### config.mk
export PLATFORM = sky130hd
export DESIGN_NAME = reorder_buffer
export DESIGN_NICKNAME = d
export VERILOG_FILES = /design/src/rtl/reorder_buffer_pkg.sv /design/src/rtl/reorder_buffer.sv
export SDC_FILE = /design/constraint.sdc
export NUM_CORES = 2
export LEC_CHECK = 0
export CORE_MARGIN = 4
export CORE_UTILIZATION = 36
export DETAILED_ROUTE_END_ITERATION = 10
export GPL_TIMING_DRIVEN = 0
export PLACE_DENSITY = 0.57
export REMOVE_ABC_BUFFERS = 1
export SETUP_SLACK_MARGIN = 0.3
export SLEW_MARGIN = 20
export SYNTH_ARGS = -nofsm -noshare
export SYNTH_HDL_FRONTEND = slang
export SYNTH_SLANG_ARGS = --single-unit
export TNS_END_PERCENT = 30
### constraint.sdc
create_clock -name clk -period 4.6 [get_ports clk]
set_clock_uncertainty 0.05 [all_clocks]
set_input_delay 0.69 -clock clk [delete_from_list [all_inputs] [get_ports clk]]
set_output_delay 0.69 -clock clk [all_outputs]
set_load 0.01 [all_outputs]
### src/rtl/reorder_buffer_pkg.sv
// Shared types for the reorder buffer: entry kinds and default sizing.
// ROB_SIZE_BIT_DEF matches the width of the rob ids used elsewhere.
package reorder_buffer_pkg;

  localparam int ROB_SIZE_BIT_DEF = 4;
  localparam int ROB_TYPE_SIZE    = 2;

  typedef enum logic [ROB_TYPE_SIZE-1:0] {
    ROB_REG    = 2'd0,
    ROB_STORE  = 2'd1,
    ROB_BRANCH = 2'd2,
    ROB_EXIT   = 2'd3
  } rob_type_e;

endpackage

### src/rtl/reorder_buffer.sv
// Circular in-order commit buffer: allocates rob ids, captures RS/LSB
// results, answers operand queries and retires one entry per cycle.
module reorder_buffer
  import reorder_buffer_pkg::*;
#(
  parameter int ROB_SIZE_BIT = ROB_SIZE_BIT_DEF
) (
  input  logic                    clk,
  input  logic                    rst,
  input  logic                    rdy,
  input  logic                    issue_valid,
  input  logic [1:0]              issue_type,
  input  logic [4:0]              issue_rd,
  input  logic                    issue_pred_taken,
  input  logic [31:0]             issue_alt_pc,
  input  logic                    issue_done,
  input  logic [31:0]             issue_value,
  output logic                    rob_full,
  output logic [ROB_SIZE_BIT-1:0] rob_tail,
  input  logic                    rs_ready,
  input  logic [ROB_SIZE_BIT-1:0] rs_rob_id,
  input  logic [31:0]             rs_value,
  input  logic                    lsb_ready,
  input  logic [ROB_SIZE_BIT-1:0] lsb_rob_id,
  input  logic [31:0]             lsb_value,
  input  logic [ROB_SIZE_BIT-1:0] query_id1,
  input  logic [ROB_SIZE_BIT-1:0] query_id2,
  output logic                    query_ready1,
  output logic                    query_ready2,
  output logic [31:0]             query_value1,
  output logic [31:0]             query_value2,
  output logic                    commit_valid,
  output logic [4:0]              commit_rd,
  output logic [31:0]             commit_value,
  output logic [ROB_SIZE_BIT-1:0] commit_rob_id,
  output logic                    store_commit,
  output logic [ROB_SIZE_BIT-1:0] store_commit_rob_id,
  output logic                    flush,
  output logic [31:0]             flush_pc,
  output logic                    halt
);

  localparam int DEPTH = 2 ** ROB_SIZE_BIT;
  localparam logic [ROB_SIZE_BIT:0] LP_FULL =
    {1'b1, {ROB_SIZE_BIT{1'b0}}};

  logic [DEPTH-1:0]        r_busy;
  logic [DEPTH-1:0]        r_done;
  logic [DEPTH-1:0]        r_pred;
  rob_type_e               r_type   [DEPTH];
  logic [4:0]              r_rd     [DEPTH];
  logic [31:0]             r_alt_pc [DEPTH];
  logic [31:0]             r_value  [DEPTH];
  logic [ROB_SIZE_BIT-1:0] r_head;
  logic [ROB_SIZE_BIT-1:0] r_tail;
  logic [ROB_SIZE_BIT:0]   r_count;
  logic                    r_flush_pending;

  logic                    w_commit;
  logic                    w_mispredict;
  logic                    w_issue;
  rob_type_e               w_head_type;
  logic [31:0]             w_head_value;

  assign rob_full     = (r_count == LP_FULL);
  assign rob_tail     = r_tail;
  assign w_head_type  = r_type[r_head];
  assign w_head_value = r_value[r_head];

  // Nothing past a taken flush or a retired exit may retire.
  assign w_commit = r_busy[r_head] && r_done[r_head] &&
                    !r_flush_pending && !halt;
  assign w_mispredict = w_commit && (w_head_type == ROB_BRANCH) &&
                        (w_head_value[0] != r_pred[r_head]);
  assign w_issue = issue_valid && !rob_full &&
                   !r_flush_pending && !w_mispredict;

  function automatic logic [32:0] f_query(
    input logic [ROB_SIZE_BIT-1:0] id
  );
    if (r_done[id])
      return {1'b1, r_value[id]};
    if (rs_ready && (rs_rob_id == id))
      return {1'b1, rs_value};
    if (lsb_ready && (lsb_rob_id == id))
      return {1'b1, lsb_value};
    return 33'd0;
  endfunction

  always_comb begin
    {query_ready1, query_value1} = f_query(query_id1);
    {query_ready2, query_value2} = f_query(query_id2);
  end

  always_ff @(posedge clk) begin
    if (rst) begin
      r_busy              <= '0;
      r_done              <= '0;
      r_head              <= '0;
      r_tail              <= '0;
      r_count             <= '0;
      r_flush_pending     <= 1'b0;
      commit_valid        <= 1'b0;
      commit_rd           <= '0;
      commit_value        <= '0;
      commit_rob_id       <= '0;
      store_commit        <= 1'b0;
      store_commit_rob_id <= '0;
      flush               <= 1'b0;
      flush_pc            <= '0;
      halt                <= 1'b0;
    end else if (rdy) begin
      commit_valid <= 1'b0;
      store_commit <= 1'b0;
      flush        <= 1'b0;
      if (r_flush_pending) begin
        r_busy          <= '0;
        r_done          <= '0;
        r_head          <= '0;
        r_tail          <= '0;
        r_count         <= '0;
        r_flush_pending <= 1'b0;
      end else begin
        if (rs_ready && r_busy[rs_rob_id]) begin
          r_done[rs_rob_id] <= 1'b1;
          if (r_type[rs_rob_id] != ROB_STORE)
            r_value[rs_rob_id] <= rs_value;
        end
        if (lsb_ready && r_busy[lsb_rob_id]) begin
          r_done[lsb_rob_id] <= 1'b1;
          if (r_type[lsb_rob_id] != ROB_STORE)
            r_value[lsb_rob_id] <= lsb_value;
        end
        if (w_issue) begin
          r_busy[r_tail]   <= 1'b1;
          r_done[r_tail]   <= issue_done;
          r_type[r_tail]   <= rob_type_e'(issue_type);
          r_rd[r_tail]     <= issue_rd;
          r_pred[r_tail]   <= issue_pred_taken;
          r_alt_pc[r_tail] <= issue_alt_pc;
          r_value[r_tail]  <= issue_value;
          r_tail           <= r_tail + 1'b1;
        end
        if (w_commit) begin
          r_busy[r_head] <= 1'b0;
          r_head         <= r_head + 1'b1;
          unique case (w_head_type)
            ROB_REG: begin
              commit_valid  <= 1'b1;
              commit_rd     <= r_rd[r_head];
              commit_value  <= w_head_value;
              commit_rob_id <= r_head;
            end
            ROB_STORE: begin
              store_commit        <= 1'b1;
              store_commit_rob_id <= r_head;
            end
            ROB_BRANCH: begin
              if (w_mispredict) begin
                flush           <= 1'b1;
                flush_pc        <= r_alt_pc[r_head];
                r_flush_pending <= 1'b1;
              end
            end
            ROB_EXIT: halt <= 1'b1;
          endcase
        end
        r_count <= r_count
                 + (ROB_SIZE_BIT+1)'(w_issue)
                 - (ROB_SIZE_BIT+1)'(w_commit);
      end
    end
  end

endmodule

# Word level (Yosys, flattened, before mapping)
# Memories as Yosys holds them, arrays and structs flattened. A register that Yosys moved wholly into a read port is not among the register bits.
# Index checks and enable logic that the tools add are counted.
[classes]
mux = 100
bitwise_logic = 7
eq_ne = 11
order_cmp = 10
n_reduce_logical = 32
n_addsub = 4
[op_table]
columns = ["op", "count"]
rows = [
  ["$mux W33", 12],
  ["$mux W16", 16],
  ["$mux W1", 50],
  ["$or A16 B16 Y16", 3],
  ["$bwmux W16", 2],
  ["$mux W4", 8],
  ["$lt A4 B5 Y1 const B", 6],
  ["$bmux W1 S4", 7],
  ["$logic_and A1 B1 Y1", 18],
  ["$and A16 B16 Y16", 1],
  ["$demux W1 S4", 4],
  ["$eq A4 B4 Y1", 4],
  ["$ge A4 B1 Y1 const B", 4],
  ["$not A16 Y16", 1],
  ["$reduce_and A4 Y1", 4],
  ["$add A4 B1 Y4 const B", 2],
  ["$add A5 B1 Y5", 1],
  ["$eq A5 B5 Y1 const B", 1],
  ["$mux W5", 1],
  ["$reduce_and A5 Y1", 1],
  ["$sub A5 B1 Y5", 1],
  ["$eq A2 B2 Y1 const B", 2],
  ["$logic_not A1 Y1", 4],
  ["$ne A2 B1 Y1 const B", 2],
  ["other kinds (6)", 9],
]
[totals]
mem_bits_rw = 1136
wordCells = 181
memories = 4
regBits = 105
output_inout_bits = 152
[mem_list]
columns = ["memory", "depth", "width", "rd", "rd_clocked_by_memory_dff", "wr", "line", "text"]
rows = [
  ["r_alt_pc", 16, 32, 1, 1, 1, "reorder_buffer.sv:52", "logic [31:0] r_alt_pc [DEPTH];"],
  ["r_value", 16, 32, 3, 1, 3, "reorder_buffer.sv:53", "logic [31:0] r_value [DEPTH];"],
  ["r_rd", 16, 5, 1, 1, 1, "reorder_buffer.sv:51", "logic [4:0] r_rd [DEPTH];"],
  ["r_type", 16, 2, 3, 1, 1, "reorder_buffer.sv:50", "rob_type_e r_type [DEPTH];"],
]

# Longest topological paths before layout
[logic_depth]
ltp_word = 17
ltp_mapped = 25
ltp_nobuf = 19

# Worst setup path after synthesis
# Ideal clock, no wire load.
[synth_timing]
kind = "flip-flop to flip-flop"
startpoint = "register r_head[0]"
endpoint = "memory r_value[10][0], enable pin"
n_path_buf = 4
setup_ns = 0.390
path_stages_with_launch = 14
path_slack_ns = -0.135
period_less_slack_ns = 4.735
required_ns = 4.160
arrival_time_ns = 4.295
path_cell_list = "dfxtp_1 > buf_4 > buf_4 > mux4_2 > a22oi_1 > nand2_1 > xor2_1 > a31oi_4 > inv_2 > buf_6 > or3_1 > buf_2 > inv_1 > or3_1"
[synth_rtl]
columns = ["element", "line", "text"]
rows = [
  ["start: declaration", "reorder_buffer.sv:54", "logic [ROB_SIZE_BIT-1:0] r_head;"],
  ["start signal: assignment", "reorder_buffer.sv:146", "r_head <= r_head + 1'b1;"],
  ["end: declaration", "reorder_buffer.sv:53", ""],
]

==> flow_summary.json <==
{
  "period_needed_ns": 4.357,
  "most-common-layout-cells": "edfxtp_1 (1,152), mux2_2 (768), mux4_2 (709)",
  "grt_max_degree": 68,
  "ys.flop_type": "edfxtp_1",
  "fill_cells": 17334,
  "wirelength_um": 278900,
  "grt_pass1_vias": 47531,
  "r2r_slack_ns": 0.24,
  "hold-path-cell-count": 2,
  "pin_count": 311,
  "drv_slew": 0,
  "worstSetupEndpointType": "register",
  "fp.dieH_um": 455.5,
  "antenna_found_initial": 40,
  "io_buffer_count": 310,
  "synth-seq-area-share_pct": 51.60,
  "die_x_um": 455.5,
  "vias_per_cell": 6.346,
  "fp.coreArea_sq_um": 198200,
  "antenna_left": 0,
  "synth_edf_count": 1152,
  "htree_levels": 4,
  "cts_buffers": 148,
  "placedCellCount": 7222,
  "drt_iter0_drc": 6788,
  "syn_inst": 4533,
  "avgSynthCellArea_sq_um": 15.90,
  "areaGrowthSynthToFinish_pct": 22.20,
  "rsz0062_at_grt": "true",
  "utilization_pct": 44.44,
  "worst_pin_slew_ns": 1.004,
  "crit_buf_inv": 6,
  "arrival_ns": 4.82,
  "finalCritPeriodShare_pct": 94.71,
  "timing.rr.end": "r_value[14][1]$_DFFE_PP_",
  "drive_gt1_share_pct": 45.71,
  "synthArstFlopShare_pct": 0,
  "hold-worst-slack_ns": 0.2405,
  "cp_slowest_stage_delay_ns": 0.59,
  "cts_tree": "built",
  "leakage_uw": 0.02903,
  "nNetsFinal": 5020,
  "critPathLaunchType": "register",
  "grt.overflow.total": 0,
  "via_count": 48445,
  "max_cap_violations": 0,
  "yosysWarningCount": 0,
  "worst_skew_pair.late_latency_ns": 0.81,
  "ctsLongestPathBuffers": 3,
  "critPathKind": "reg -> reg",
  "cpMostUsedCell": "buf_4",
  "setup_viol": 0,
  "syn_area_sq_um": 72090,
  "post-route-drc-count": 0,
  "max-slew-margin-rel_pct": 33.01,
  "grt_pass1_wl_um": 383000,
  "cts_sinks": 1282,
  "holdBufCountCts": 0,
  "r2r-start": "r_head[0]$_SDFFE_PP0P_",
  "slowest_stage": "or3_4",
  "rows": 163,
  "synth_cell_types": 69,
  "hold_class": "in -> reg",
  "avgRoutedWirePerCell_um": 36.53,
  "ir_worst_vdd_uv": 376.6,
  "ys_ff_latch": 1282,
  "hold_violations": 0,
  "tns_ns": 0,
  "crit_fanout": 19,
  "cts-root-buf": "clkbuf_16",
  "hold_start": "rst",
  "path_cells": "buf_4 > mux4_2 > a22oi_1 > and2_2 > nor3_4 > a31oi_4 > buf_12 > clkinv_16 > or3_4 > o211ai_1 > buf_4 > buf_4 > buf_4",
  "gp_congestion": 0.8138,
  "path_delay_family": "buffers and inverters",
  "fmax_mhz": 229.5,
  "ff2ff_path_depth": 13,
  "final_common_cell": "edfxtp_1",
  "status": "completed",
  "stdcell_count": 7634,
  "min_to": "flush_pc[2]$_SDFFE_PP0P_",
  "p_per_area_nw_per_um2": 309.2,
  "crit_required_ns": 5.06,
  "start_util_pct": 36.36,
  "drtPass1Iterations": 6,
  "die_area_sq_um": 207500,
  "grt_use_total_pct": 25.91,
  "hpwl_um": 174200,
  "path_clk_slew_ns": 0.06
}
## how the worst max path moves through the flow
stage                           endpoint  cells past startpoint                         start  slack, ns
6_report        r_value[14][1]$_DFFE_PP_                     13        r_head[0]$_SDFFE_PP0P_       0.24
5_1_grt         r_value[2][10]$_DFFE_PP_                      8  r_flush_pending$_SDFFE_PP0P_       0.22
4_1_cts                 query_value2[17]                     10                  rs_rob_id[2]      -0.01
3_5_place_dp   r_value[15][25]$_DFFE_PP_                     14                      register      -1.41
3_3_place_gp             query_value1[0]                      7                  query_id1[0]     -28.15
2_1_floorplan   r_value[12][0]$_DFFE_PP_                      6        r_head[0]$_SDFFE_PP0P_     -10.80
## registers in the layout, indices dropped and copies added, names as in the netlist, named ones only
name and count:
rob_tail 4, r_value 512, flush_pc 32, commit_rd 5
commit_rob_id 4, halt 1, r_pred 16, r_alt_pc 512
r_type 32, r_done 16, r_rd 80, r_count 5
r_busy 16, commit_valid 1, store_commit 1, commit_value 32
r_head 4, store_commit_rob_id 4, r_flush_pending 1
## metrics by stage
stage,area [sq um],total power [uW],setup slack (ns)
floorplan,69860,14150,-10.80
global placement,76260,15470,-28.15
detailed placement,81170,15310,-1.407
CTS,87390,27350,-0.01285
global route,88060,28040,0.2175
finish,88090,27240,0.2433
## layout make-up
cell class / count / area [sq um] / share of cell area (%)
diodes: 21 / 52.55 / 0.05965
clock buffers: 204 / 4066 / 4.616
repair inverters: 2 / 22.52 / 0.02557
inverters: 33 / 178.9 / 0.2031
well taps: 2640 / 3303 / 3.750
multi-input cells: 2677 / 33280 / 37.78
clock inverters: 73 / 802.0 / 0.9104
repair buffers: 702 / 9165 / 10.40
flip-flops and latches: 1282 / 37220 / 42.25
## synth_stat cells (all sizes together), types with 4 or more instances
| cell type | instances | area, sq um |
|---|---|---|
| edfxtp | 1152 | 34590 |
| mux2 | 834 | 9500 |
| mux4 | 709 | 15970 |
| clkbuf | 336 | 1261 |
| buf | 207 | 965.9 |
| nand2 | 190 | 713.2 |
| a21oi | 157 | 785.8 |
| mux2i | 149 | 1491 |
| dfxtp | 130 | 2603 |
| nor2 | 112 | 420.4 |
| o21ai | 94 | 470.5 |
| nor4 | 72 | 469.2 |
| a22oi | 68 | 510.5 |
| nor3 | 43 | 321.6 |
| inv | 32 | 120.1 |
| nor2b | 22 | 137.6 |
| or3 | 22 | 137.6 |
| nand2b | 21 | 131.4 |
| nand3 | 16 | 80.08 |
| ha | 14 | 175.2 |
| xor2 | 14 | 122.6 |
| a31oi | 12 | 90.09 |
| o22ai | 10 | 62.56 |
| a221oi | 9 | 85.08 |
| nand4 | 9 | 56.30 |
| xnor2 | 9 | 78.83 |
| a22o | 8 | 70.07 |
| and2 | 8 | 50.04 |
| and3 | 8 | 50.05 |
| o2bb2ai | 6 | 52.55 |
| or4 | 6 | 45.04 |
| o211ai | 5 | 37.54 |
| nand4b | 4 | 35.03 |
| or3b | 4 | 35.03 |
## power breakdown
part	switching, uW	internal [uW]
sequential	34.8	12700
combinational	1340	1160
clock	5220	6730
total	6590	20600
## timing repair
| item | 4_1_cts | 5_1_grt |
|---|---|---|
| pin swaps | 22 | 12 |
| buffers inserted | 63 | 27 |
| gates cloned | 15 | 9 |
| endpoints found under the setup margin | 1685 | 204 |
| gates resized for setup | 147 | 92 |
## routing by layer
layer | GRT usage (%) | up-vias | share of wire [%]
met4 | 11.53 | 20 | 5.0
met1 | 33.40 | 25299 | 37
met3 | 6.677 | 735 | 10
met5 | 0 | - | 0.052
met2 | 41.30 | 3222 | 47
li1 | - | 19169 | -
## logic make-up after synthesis
family                   share of synthesized area (%)
flip-flops                                       51.60
XOR/XNOR                                        0.2795
AND/OR/NAND/NOR                                  3.820
AO/OA/AOI/OAI                                    3.369
multiplexers                                     37.40
buffers and inverters                            3.261
adder cells (fa/ha/maj)                         0.2708
## worst register-to-register path, stage by stage (launching register included)
cell and delay, ns:
dfxtp_4 0.37, buf_4 0.26, mux4_2 0.58, a22oi_1 0.29, and2_2 0.26, nor3_4 0.07
a31oi_4 0.21, buf_12 0.16, clkinv_16 0.09, or3_4 0.59, o211ai_1 0.41, buf_4 0.29
buf_4 0.22, buf_4 0.20
(Power assumes the default switching activity.)
